<file path="config.mk">
export PLATFORM = sky130hd
export DESIGN_NAME = fprint_oflow_tracker
export DESIGN_NICKNAME = d
export VERILOG_FILES = /design/src/rtl/fprint_oflow_tracker_pkg.sv /design/src/rtl/fprint_oflow_task_cnt.sv /design/src/rtl/fprint_oflow_tracker.sv
export SDC_FILE = /design/constraint.sdc
export NUM_CORES = 1
export LEC_CHECK = 0
export BUFFER_PORTS_ARGS = -buffer_cell sky130_fd_sc_hd__buf_2
export CORE_MARGIN = 3
export CORE_UTILIZATION = 70
export DETAILED_ROUTE_END_ITERATION = 7
export GPL_TIMING_DRIVEN = 0
export PLACE_DENSITY = 0.89
export SLEW_MARGIN = 5
export SYNTH_ARGS = -nofsm -noshare
export SYNTH_HDL_FRONTEND = slang
export SYNTH_HIERARCHICAL = 1
export SYNTH_SLANG_ARGS = --single-unit
</file>
<file path="constraint.sdc">
create_clock -name clk -period 8.6 [get_ports clk]
set_input_delay 1.72 -clock clk [delete_from_list [all_inputs] [get_ports clk]]
set_output_delay 1.72 -clock clk [all_outputs]
set_load 0.03 [all_outputs]
</file>
<file path="src/rtl/fprint_oflow_tracker_pkg.sv">
// Shared definitions for the fingerprint overflow tracker.
// Holds the parameter defaults, the logical core ids and the handshake FSM encodings.
package fprint_oflow_tracker_pkg;

  localparam int unsigned KEY_SIZE_DEFAULT  = 16;
  localparam int unsigned KEY_WIDTH_DEFAULT = 4;
  localparam int unsigned CNT_WIDTH_DEFAULT = 5;

  localparam logic [1:0] CORE_0    = 2'd0;
  localparam logic [1:0] CORE_1    = 2'd1;
  localparam logic [1:0] CORE_2    = 2'd2;
  localparam logic [1:0] CORE_NONE = 2'd3;

  localparam logic [1:0] StIdle   = 2'd0;
  localparam logic [1:0] StDecAck = 2'd1;
  localparam logic [1:0] StRstAck = 2'd2;

  // Lowest active core holding fingerprints, or CORE_NONE.
  function automatic logic [1:0] first_core(logic nz0, logic nz1, logic nz2, logic nmr);
    if (nz0)             return CORE_0;
    else if (nz1)        return CORE_1;
    else if (nz2 && nmr) return CORE_2;
    else                 return CORE_NONE;
  endfunction

endpackage

</file>
<file path="src/rtl/fprint_oflow_task_cnt.sv">
// Per-task fingerprint counters, one per logical core.
// Ports:
//   clk, reset       clock, asynchronous active-high reset
//   nmr              1 = core 2 participates in ready/remaining/decrement
//   store[2:0]       per-core store strobe for this task
//   dec              decrement all active-core counters
//   clr              clear all counters (wins over a concurrent store)
//   cnt0..cnt2       registered counter values
//   ready            every active core has a fingerprint pending
//   remaining        any active core has a fingerprint pending
//   err              pulse: store on a saturated counter or decrement of zero
module fprint_oflow_task_cnt
  import fprint_oflow_tracker_pkg::*;
#(
  parameter int unsigned CNT_WIDTH = CNT_WIDTH_DEFAULT
) (
  input  logic                 clk,
  input  logic                 reset,
  input  logic                 nmr,
  input  logic [2:0]           store,
  input  logic                 dec,
  input  logic                 clr,
  output logic [CNT_WIDTH-1:0] cnt0,
  output logic [CNT_WIDTH-1:0] cnt1,
  output logic [CNT_WIDTH-1:0] cnt2,
  output logic                 ready,
  output logic                 remaining,
  output logic                 err
);

  localparam logic [CNT_WIDTH-1:0] CntMax = '1;

  logic [2:0][CNT_WIDTH-1:0] cnt_q, cnt_d;
  logic [2:0]                err_c, nz, active;

  assign active = {nmr, 2'b11};

  always_comb begin
    cnt_d = cnt_q;
    err_c = '0;
    for (int c = 0; c < 3; c++) begin
      if (clr) begin
        cnt_d[c] = '0;
      end else if (store[c] && dec && active[c]) begin
        // Store and compare of the same fingerprint slot cancel out.
        cnt_d[c] = cnt_q[c];
      end else if (store[c]) begin
        if (cnt_q[c] == CntMax) err_c[c] = 1'b1;
        else                    cnt_d[c] = cnt_q[c] + 1'b1;
      end else if (dec && active[c]) begin
        if (cnt_q[c] == '0) err_c[c] = 1'b1;
        else                cnt_d[c] = cnt_q[c] - 1'b1;
      end
    end
  end

  always_ff @(posedge clk or posedge reset) begin
    if (reset) cnt_q <= '0;
    else       cnt_q <= cnt_d;
  end

  for (genvar c = 0; c < 3; c++) begin : g_nz
    assign nz[c] = |cnt_q[c];
  end

  assign cnt0      = cnt_q[0];
  assign cnt1      = cnt_q[1];
  assign cnt2      = cnt_q[2];
  assign ready     = nz[0] & nz[1] & (nz[2] | ~nmr);
  assign remaining = nz[0] | nz[1] | (nz[2] & nmr);
  assign err       = |err_c;

endmodule

</file>
<file path="src/rtl/fprint_oflow_tracker.sv">
// Overflow-register responder for the fingerprint comparator.
// Tracks fingerprints stored but not yet compared per (logical core, task), serves the
// comparator's count-decrement and task-reset handshakes, and reports per-task status.
// Ports:
//   clk, reset                               clock, asynchronous active-high reset
//   comparator_nmr                           1 = triple-core mode, 0 = dual-core mode
//   fprint_store/_core_id/_task_id           store strobe with its core and task
//   comparator_task_id                       task the comparator works on
//   comparator_count_dec / oflow_count_dec_ack   decrement request / one-cycle ack
//   oflow_reset_task / oflow_reset_task_ack      clear request / one-cycle ack
//   oflow_fprints_ready/_remaining           per-task status vectors
//   oflow_fprints_remaining_logical_core_id  lowest pending core of comparator_task_id
//   oflow_error                              sticky overflow/underflow flag
// Optional (FPRINT_OFLOW_ERR_ID_EN): oflow_error_clear input, oflow_error_task_id output.
module fprint_oflow_tracker
  import fprint_oflow_tracker_pkg::*;
#(
  parameter int unsigned KEY_SIZE  = KEY_SIZE_DEFAULT,
  parameter int unsigned KEY_WIDTH = KEY_WIDTH_DEFAULT,
  parameter int unsigned CNT_WIDTH = CNT_WIDTH_DEFAULT
) (
  input  logic                 clk,
  input  logic                 reset,
  input  logic                 comparator_nmr,
  input  logic                 fprint_store,
  input  logic [1:0]           fprint_store_core_id,
  input  logic [KEY_WIDTH-1:0] fprint_store_task_id,
  input  logic [KEY_WIDTH-1:0] comparator_task_id,
  input  logic                 comparator_count_dec,
  output logic                 oflow_count_dec_ack,
  input  logic                 oflow_reset_task,
  output logic                 oflow_reset_task_ack,
  output logic [KEY_SIZE-1:0]  oflow_fprints_ready,
  output logic [KEY_SIZE-1:0]  oflow_fprints_remaining,
  output logic [1:0]           oflow_fprints_remaining_logical_core_id,
  output logic                 oflow_error
`ifdef FPRINT_OFLOW_ERR_ID_EN
  ,
  input  logic                 oflow_error_clear,
  output logic [KEY_WIDTH-1:0] oflow_error_task_id
`endif
);

  logic [1:0]          state_q, state_d;
  logic                dec_fire, clr_fire;
  logic [KEY_SIZE-1:0] err_vec;
  logic                err_any, err_q, err_d;

  logic [CNT_WIDTH-1:0] cnt0 [KEY_SIZE];
  logic [CNT_WIDTH-1:0] cnt1 [KEY_SIZE];
  logic [CNT_WIDTH-1:0] cnt2 [KEY_SIZE];

  // Counter actions happen only on the idle->ack edge, so a request still held during
  // the ack cycle is not serviced twice.
  always_comb begin
    state_d  = state_q;
    dec_fire = 1'b0;
    clr_fire = 1'b0;
    case (state_q)
      StIdle: begin
        if (comparator_count_dec) begin
          dec_fire = 1'b1;
          state_d  = StDecAck;
        end else if (oflow_reset_task) begin
          clr_fire = 1'b1;
          state_d  = StRstAck;
        end
      end
      default: state_d = StIdle;
    endcase
  end

  always_ff @(posedge clk or posedge reset) begin
    if (reset) state_q <= StIdle;
    else       state_q <= state_d;
  end

  assign oflow_count_dec_ack  = (state_q == StDecAck);
  assign oflow_reset_task_ack = (state_q == StRstAck);

  for (genvar t = 0; t < KEY_SIZE; t++) begin : g_task
    logic       store_hit, cmp_hit;
    logic [2:0] store_vec;

    assign store_hit = fprint_store && (fprint_store_task_id == KEY_WIDTH'(t));
    assign cmp_hit   = (comparator_task_id == KEY_WIDTH'(t));
    // Core id 3 matches no bit and is dropped here.
    assign store_vec = {3{store_hit}} & {fprint_store_core_id == CORE_2,
                                         fprint_store_core_id == CORE_1,
                                         fprint_store_core_id == CORE_0};

    fprint_oflow_task_cnt #(
      .CNT_WIDTH (CNT_WIDTH)
    ) u_task_cnt (
      .clk       (clk),
      .reset     (reset),
      .nmr       (comparator_nmr),
      .store     (store_vec),
      .dec       (dec_fire && cmp_hit),
      .clr       (clr_fire && cmp_hit),
      .cnt0      (cnt0[t]),
      .cnt1      (cnt1[t]),
      .cnt2      (cnt2[t]),
      .ready     (oflow_fprints_ready[t]),
      .remaining (oflow_fprints_remaining[t]),
      .err       (err_vec[t])
    );
  end

  assign oflow_fprints_remaining_logical_core_id = first_core(
    |cnt0[comparator_task_id], |cnt1[comparator_task_id], |cnt2[comparator_task_id],
    comparator_nmr);

  assign err_any     = |err_vec;
  assign oflow_error = err_q;

`ifdef FPRINT_OFLOW_ERR_ID_EN
  logic [KEY_WIDTH-1:0] err_id_q, err_id_d, err_task;

  // Lowest task raising an error this cycle.
  always_comb begin
    err_task = '0;
    for (int i = KEY_SIZE - 1; i >= 0; i--) begin
      if (err_vec[i]) err_task = KEY_WIDTH'(i);
    end
  end

  // A new error in the clear cycle survives the clear and is captured.
  always_comb begin
    err_d    = err_any | (err_q & ~oflow_error_clear);
    err_id_d = err_id_q;
    if (err_any && (!err_q || oflow_error_clear)) err_id_d = err_task;
    else if (oflow_error_clear)                   err_id_d = '0;
  end

  always_ff @(posedge clk or posedge reset) begin
    if (reset) err_id_q <= '0;
    else       err_id_q <= err_id_d;
  end

  assign oflow_error_task_id = err_id_q;
`else
  always_comb err_d = err_q | err_any;
`endif

  always_ff @(posedge clk or posedge reset) begin
    if (reset) err_q <= 1'b0;
    else       err_q <= err_d;
  end

endmodule

</file>
* Yosys cells after proc, flatten, opt, wreduce, memory -nomap -nowiden
Cells that the tools add are included.
Operators by class: $add $sub $neg 96, order comparisons 1, equality and inequality tests 227, mux-type cells 596, bitwise operators 115, reductions and logical operators 329
Operators by type and width (count):
- $mux W5 | 294
- $mux W1 | 294
- $reduce_or A5 Y1 | 51
- $add A5 B1 Y5 const B | 48
- $eq A5 B5 Y1 const B | 48
- $logic_not A5 Y1 | 48
- $sub A5 B1 Y5 const B | 48
- $reduce_and A4 Y1 | 48
- $ne A3 B3 Y1 const B | 49
- $ne A3 B1 Y1 const B | 48
- $reduce_bool A3 Y1 | 48
- $logic_and A1 B1 Y1 | 129
- $ne A2 B1 Y1 const B | 48
- $eq A4 B4 Y1 const B | 16
- $bmux W5 S4 | 3
- $or A1 B1 Y1 | 49
- $and A1 B1 Y1 | 48
- $and A3 B3 Y3 | 16
- $reduce_or A48 Y1 | 1
- $eq A4 B3 Y1 const B | 8
- $eq A4 B2 Y1 const B | 4
- $mux W2 | 5
- $eq A4 B1 Y1 const B | 2
- $logic_not A4 Y1 | 2
- 6 further kinds | 9
Word-level totals: register bits 243, word-level logic and storage cells 1414

* Depth between registers and ports, before layout
Gate-level depths: netlist of the first run.
word-level depth 10, mapped depth 13, gate-level depth less buffers 11

* Modules after synthesis
Netlist of the first run, hierarchy kept.
By module, submodules not included:
- fprint_oflow_task_cnt (g_task[0].u_task_cnt ...) | instances 11, cells each 147, area an instance 1297.5 sq um
- fprint_oflow_task_cnt (g_task[6].u_task_cnt ...) | instances 4, cells each 147, area an instance 1277.5 sq um
- fprint_oflow_tracker | instances 1, cells each 299, area an instance 1712.9 sq um
- fprint_oflow_task_cnt (g_task[5].u_task_cnt) | instances 1, cells each 148, area an instance 1288.7 sq um

* Worst setup path before layout of the first run
OpenSTA, ideal clock, no wires.
path kind in2out, from in comparator_task_id[1], to out oflow_fprints_remaining_logical_core_id[1], arrival 3.197 ns, path slack 3.683 ns, stages on the path 6, path buffers 1, cells stage by stage buf_6 -> or4_4 -> o31ai_2 -> o21ai_1 -> o221a_1 -> and2b_1
Between the ends: longest elaborated chain between the ends 7, elaborated cells on any way between the ends 11, those cells by class mux: 8; bitwise: 1; reduce/logical: 2
RTL lines:
- from (decl) | line fprint_oflow_tracker.sv:28 | input logic [KEY_WIDTH-1:0] comparator_task_id,
- $not A4 Y5 (not written as such) (*) | line fprint_oflow_tracker.sv:111 | |cnt0[comparator_task_id], |cnt1[comparator_task_id], |cnt2[comparator_task_id],
- $bmux W5 S4 | line fprint_oflow_tracker.sv:111
- $mux W5 (not written as such) (2 in series) | line fprint_oflow_tracker.sv:111
- $reduce_or A5 Y1 | line fprint_oflow_tracker.sv:111
- $mux W2 | line fprint_oflow_tracker_pkg.sv:21 | else if (nz1) return CORE_1;
- $mux W2 (*) | line fprint_oflow_tracker_pkg.sv:20 | if (nz0) return CORE_0;
- to (decl) | line fprint_oflow_tracker.sv:35 | output logic [1:0] oflow_fprints_remaining_logical_core_id,
Every way passes the cells marked *; elsewhere a longest branch is shown, timed or not. The select of a mux whose other input is x is not followed.

* Worst setup path in the final report of the first run
from in comparator_task_id[1], to out oflow_fprints_remaining_logical_core_id[0]
Between the ends: longest elaborated chain between the ends 9, elaborated cells on any way between the ends 17, those cells by class mux: 12; bitwise: 1; reduce/logical: 4
RTL lines:
- $not A4 Y5 (not written as such) (*) | line fprint_oflow_tracker.sv:111
- $bmux W5 S4 | line fprint_oflow_tracker.sv:111
- $mux W5 (not written as such) (2 in series) | line fprint_oflow_tracker.sv:111
- $reduce_or A5 Y1 | line fprint_oflow_tracker.sv:111
- $logic_and A1 B1 Y1 | line fprint_oflow_tracker_pkg.sv:22 | else if (nz2 && nmr) return CORE_2;
- $mux W1 | line fprint_oflow_tracker_pkg.sv:22
- $mux W2 | line fprint_oflow_tracker_pkg.sv:21
- $mux W2 (*) | line fprint_oflow_tracker_pkg.sv:20
Marks and branches as above.

==> impl_metrics.toml, run 1 <==
[outcome]
outcome = "completed"

[cells_and_area]
final_nets = 2944
syn_to_final_growth_pct = 7.91
mostFrequentLayoutCells = "a21oi_1, dfrtp_1, nor2_1"
fin_cells = 3155
final_common_cell = "a21oi_1"
drive_gt1_frac = 0.0972
fillers = 2180

[yosys]
synth-edff-count = 0
synth_ff_type = "dfrtp_1"
yosysWarningCount = 6
synthTopCellsByArea = "dfrtp_1, ha_1, a21oi_1"
synth_area_leader_cell = "dfrtp_1"
syn_area_sq_um = 22400
ys_ff_latch = 243
synth_top_cell_area_share = 0.272
syn_area_per_cell_sq_um = 8.44
yosysSeqAreaShare = 0.272
ys_types = 71
synthesis.instances = 2652
synth_async_sr_flop_share = 1.00
synth_nets = 2860

[timing]
holdWs_ps = 590
worstMarginPinSlew_ps = 1350
fmax_mhz = 160
fin_crit_sh = 0.726
finalClockSkew_ps = 7.34
final-setup-viol-count = 0
maxSlewHeadroom = 0.0984
period_needed_ps = 6250
maxSlewViolCount = 0
final_hold_viol_count = 0
tns_ps = 0
rsz0062_at_grt = "no"

[place]
portBuffers = 52
dp.final_hpwl_microns = 48100
place_inst = 3100
globalplace.congestion = 0.997

[die]
design.die.area_sq_um = 34200
fp.dieW_microns = 185
initial_core_util = 0.720
coreArea_sq_um = 31100
fp.dieH_microns = 185
num_rows = 64
ios = 53

[clocking]
clkSlewWorstSetupHoldPaths_ps = 60
cts_root_buffer = "clkbuf_16"
clock_latency_ps = 570
cts-resized-gates = 0
cts_buffers = 30
ctsHoldBuffers = 0
postCtsSetupRepairBufs = 0
clock-sinks = 243
htree_levels = 1
cts_tree = "done"
cts_buffer_depth = 3

[power_and_ir_drop]
p_leak_nw = 9.18
power_density_nw_per_um2 = 301
peakVddDrop_mv = 0.273

[drt]
ant_nets = 0
drc = 0
drtPass1Iterations = 6
dr.first_iter.drc_count = 2283
vias = 22750
wire_per_inst_microns = 21.4
avgViaCountPerCell = 7.21
drt-total-wl_microns = 67500

[worst_setup_path]
slowest_stage = "clkbuf_1"
crit_path_end_kind = "output port"
crit_path_max_incr_delay_ps = 610
worstSetupStartpoint = "comparator_task_id[1]"
start_kind = "input pin"
crit_fanout = 10
arrival_ps = 4530
crit_buf_inv = 4
crit_chain = "buf_2, clkbuf_1, buf_2, a311oi_1, nor4_1, o22ai_1, nor3b_1, o31a_1, buf_2"
crit_family = "buffers and inverters"
path_common_cell = "buf_2"
r2r_start = "state_q[0]"
path_class = "in -> out"
required_ps = 6880

[min_path]
min_from = "state_q[0]"
min_path_type = "reg -> reg"

[grt]
grt_pass1_vias = 21392
grt_pass1_wl_microns = 108000
antenna_found_initial = 1
grt_max_degree = 50
gr-usage-all-layers = 0.384
grt_remaining_overflow = 0

[flow_run]
maxCapViolCount = 0
-- registers in the layout, indices dropped and copies added, names as in the netlist --
signal	flops
g_task.u_task_cnt/cnt0	80
g_task.u_task_cnt/cnt2	80
state_q	2
oflow_error	1
g_task.u_task_cnt/cnt1	80
-- stage by stage --
step | area, sq um | total power, mW | util | setup WS, ps
finish | 24200 | 7.27 | 0.777 | 2350
global route | 24200 | 7.79 | 0.777 | 2350
CTS | 24200 | 7.17 | 0.777 | 2460
detailed placement | 23100 | 5.82 | 0.745 | 2340
global placement | 23100 | 5.60 | 0.745 | 2390
floorplan | 22400 | 4.93 | - | 3680
-- power by group --
| group | internal, mW | switching, mW | total, mW |
|---|---|---|---|
| logic | 1.63 | 1.93 | 3.56 |
| clock network | 0.795 | 0.513 | 1.31 |
| registers | 1.56 | 0.833 | 2.40 |
| total | 3.99 | 3.27 | 7.27 |
-- path summary, 6_finish.rpt --
kind	end	slack, ps	cells after the start
worst max-delay path	oflow_fprints_remaining_logical_core_id[0]	2350	9
worst min-delay path	state_q[1]	590	1
worst max register to register	oflow_error	3640	10
worst min register to register	state_q[1]	590	1
max in group asynchronous	g_task[13].u_task_cnt/cnt1[0]	6550	2
min in group asynchronous	oflow_error	1360	2
-- cells by family after synthesis --
family	share of synthesized area
mux	0.0282
compound gates	0.238
fa+ha+maj	0.123
xor+xnor	0.0501
flops	0.272
buf+inv	0.0285
simple gates	0.261
-- synthesized netlist by cell type (23+ instances only) --
master,number
a21oi_1,246
dfrtp_1,243
nor2_1,213
nor3_1,191
o21ai_0,180
ha_1,144
nand3_1,119
inv_1,116
nand4_1,98
nor2b_1,98
xor2_1,95
nand2_1,69
nor4_1,62
and3_1,49
fa_1,48
or2_2,39
clkbuf_1,38
o21a_1,38
o311ai_0,35
a21o_1,33
xnor2_1,33
a21boi_0,32
mux2_2,32
a211oi_1,23
or4_4,23
-- routing by layer --
layer,share of wire,vias up,GRT usage
li1,-,10355,-
met1,0.40,10859,0.510
met2,0.46,1309,0.630
met3,0.092,227,0.0621
met4,0.044,0,0.160
met5,0,-,0
-- final cells by class --
class	instances	area, sq um	share of cell area
antenna	1	2.50	0.000104
timing repair buffer	52	260	0.0108
buffer	50	201	0.00834
tap	396	495	0.0205
clock inverter	10	128	0.00528
multi-input combinational	2243	15700	0.649
clock buffer	44	885	0.0366
inverter	116	435	0.0180
sequential	243	6080	0.252
Note: power is estimated with default switching activity, not from simulation.
==> run 2: changes to the inputs <==
ABC_AREA = 1   (was default)
CORE_UTILIZATION = 65   (was 70)
PLACE_DENSITY = 0.83   (was 0.89)
clock period = 5.8 ns   (was 8.6 ns; I/O delays follow)
==> run 2 against run 1 <==
Against the previous run: first-iteration DRC count shrank 12%; cell count grew 26%; combinational power grew 110%; final area grew 5.5%; critical path type is now in -> reg.
==> impl_metrics.toml, run 2 <==
[outcome]
outcome = "completed"

[worst_setup_path]
worstSetupEndpoint = "oflow_error"
required_ps = 6220
r2r_end = "oflow_error"
arrival_ps = 5150
crit_family = "simple AND/OR/NAND/NOR gates"
path_class = "in -> reg"
start_kind = "input pin"
crit_path_end_kind = "flop"
worstSetupStartpoint = "comparator_task_id[1]"
slowest_stage = "nor3_1"
r2r_slack_ps = 1350
crit_chain = "buf_4, nor2_1, buf_4, inv_1, nor3_1, nand3_1, nand2_1, inv_1, nand2_1, a21oi_1, or4_1, nor3_1, nand4_1"
reg2reg_depth = 14
r2r_start = "state_q[1]"
path_depth = 13
crit_fanout = 10
crit_path_max_incr_delay_ps = 730
crit_buf_inv = 4

[yosys]
synth-edff-count = 0
syn_area_sq_um = 23500
ys_ff_latch = 243
synthesis.instances = 3403
synth_common_cells = "nand2_1, nand3_1, nor2_1"
synth_async_sr_flop_share = 1.00
syn_area_per_cell_sq_um = 6.91
synth_ff_type = "dfrtp_1"
synthTopCellsByArea = "dfrtp_1, nand2_1, nand3_1"
yosysSeqAreaShare = 0.259
synth_top_cell_area_share = 0.259
yosysWarningCount = 6
synth.most_common_cell = "nand2_1"
synth_nets = 3611
synth_area_leader_cell = "dfrtp_1"
ys_types = 32

[power_and_ir_drop]
switching_share = 0.486
p_leak_nw = 12.4
peakVddDrop_mv = 0.337
comb_power_share = 0.548
power_density_nw_per_um2 = 527
switching_power_mw = 6.52
power.internal_mw = 6.90
clkPwrFrac = 0.163
power_frac_seq = 0.289

[timing]
period_needed_ps = 4730
maxSlewHeadroom = 0.135
maxSlewViolCount = 0
worstMarginPinSlew_ps = 1300
final-setup-viol-count = 0
tns_ps = 0
rsz0062_at_grt = "no"
fmax_mhz = 211
setup_slack_ps = 1070
fin_crit_sh = 0.816
finalClockSkew_ps = 9.98
final_hold_viol_count = 0

[clocking]
cts_buffers = 31
htree_levels = 1
cts_tree = "done"
postCtsSetupRepairBufs = 0
cts_buffer_depth = 3
cts_root_buffer = "clkbuf_16"
clock_latency_ps = 580
clock-sinks = 243
clkSlewWorstSetupHoldPaths_ps = 60
ctsHoldBuffers = 0
cts-resized-gates = 0

[drt]
drc = 0
drtPass1Iterations = 8
drt-total-wl_microns = 66700
dr.first_iter.drc_count = 2008
ant_nets = 0
wire_per_inst_microns = 16.8
avgViaCountPerCell = 6.10
vias = 24234

[grt]
grt_pass1_wl_microns = 109000
grt_pass1_vias = 22712
grt_remaining_overflow = 0
gr-usage-all-layers = 0.338
grt_max_degree = 66
antenna_found_initial = 5

[cells_and_area]
mostFrequentLayoutCells = "nand2_1, nand3_1, nor2_1"
seq_area_sq_um = 6080
multi_input_area_sq_um = 15600
drive_gt1_frac = 0.0915
final_common_cell = "nand2_1"
fillers = 2868
final_nets = 3694
syn_to_final_growth_pct = 8.35

[place]
preCtsSetupSlack_ps = 671
portBuffers = 50
dp.final_hpwl_microns = 48800
globalplace.congestion = 0.924

[die]
coreArea_sq_um = 35700
fp.dieH_microns = 196
ios = 53
num_rows = 69
initial_core_util = 0.660
design.die.area_sq_um = 38500
fp.dieW_microns = 196

[flow_run]
maxCapViolCount = 0

[min_path]
min_path_type = "reg -> reg"
-- run 2: changes by cell type after synthesis, sizes merged, moves of 49 or more --
cell	change
nand2	+679
a21o	-49
nor2b	-98
nand4	+84
nor3	-134
nor4	-60
nand3	+475
nor2	+186
inv	+239
and3	-49
or4	-50
-- run 2: per-layer routing --
| metal | GRT usage | share of wire | routed length, microns | vias to the layer above |
|---|---|---|---|---|
| li1 | - | - | - | 11677 |
| met1 | 0.436 | 0.41 | 27400 | 11336 |
| met2 | 0.569 | 0.47 | 31200 | 1007 |
| met3 | 0.0508 | 0.076 | 5110 | 208 |
| met4 | 0.145 | 0.045 | 3010 | 6 |
| met5 | 0 | 0.00058 | 39 | - |
-- run 2: cell families (layout without fill, tap and decap cells) --
| logic type | count (synthesis) | after routing | synth area share |
|---|---|---|---|
| adders and majority gates | 192 | 192 | 0.117 |
| and+or+nand+nor | 2044 | 2044 | 0.425 |
| xor gates and xnor gates | 112 | 112 | 0.0417 |
| other | 0 | 3 | 0 |
| buffers and inverters | 436 | 541 | 0.0771 |
| AOI/OAI and AO/OA | 376 | 376 | 0.0802 |
| DFF | 243 | 243 | 0.259 |
-- run 2: stage by stage --
step / hold slack (ps) / util / total power [mW] / cells / cell area [sq um]
floorplan: 509 / - / 9.33 / 3403 / 23500
global placement: 525 / 0.683 / 10.6 / 3914 / 24300
detailed placement: 521 / 0.683 / 11.0 / 3914 / 24300
CTS: 534 / 0.714 / 13.3 / 3969 / 25500
global route: 568 / 0.715 / 14.6 / 3971 / 25500
finish: 552 / 0.715 / 13.4 / 3972 / 25500
-- run 2: layout make-up --
class                           instances  share of cell area
Multi-Input combinational cell       2724               0.613
Sequential cell                       243               0.239
Inverter                              358              0.0527
Clock buffer                           36              0.0324
Tap cell                              461              0.0226
Buffer                                 78              0.0184
Clock inverter                         19              0.0119
Timing Repair Buffer                   50             0.00992
Antenna cell                            3            0.000295
-- run 2: worst min-delay path, stage by stage, from the launching register on --
cell and delay (ps):
dfrtp_1 380, nor3_1 60, nand4_1 70
-- run 2: power groups by stage --
stage | logic, mW | registers [mW] | clock network, mW
after floorplan | 5.83 | 3.50 | 0
after global placement | 6.72 | 3.83 | 0
after detailed placement | 7.16 | 3.87 | 0
after CTS | 7.23 | 3.86 | 2.21
after global routing | 8.30 | 4.06 | 2.27
final | 7.35 | 3.88 | 2.19
-- run 2: worst min path at each step --
| stage | end | cells after the start | slack (ps) | startpoint |
|---|---|---|---|---|
| after global placement | oflow_error | 2 | 520 | oflow_error |
| final | oflow_error | 2 | 550 | oflow_error |
| after detailed placement | oflow_error | 2 | 520 | oflow_error |
| after global routing | oflow_error | 2 | 570 | oflow_error |
| after CTS | oflow_error | 2 | 530 | oflow_error |
| after floorplan | state_q[0] | 3 | 510 | state_q[1] |
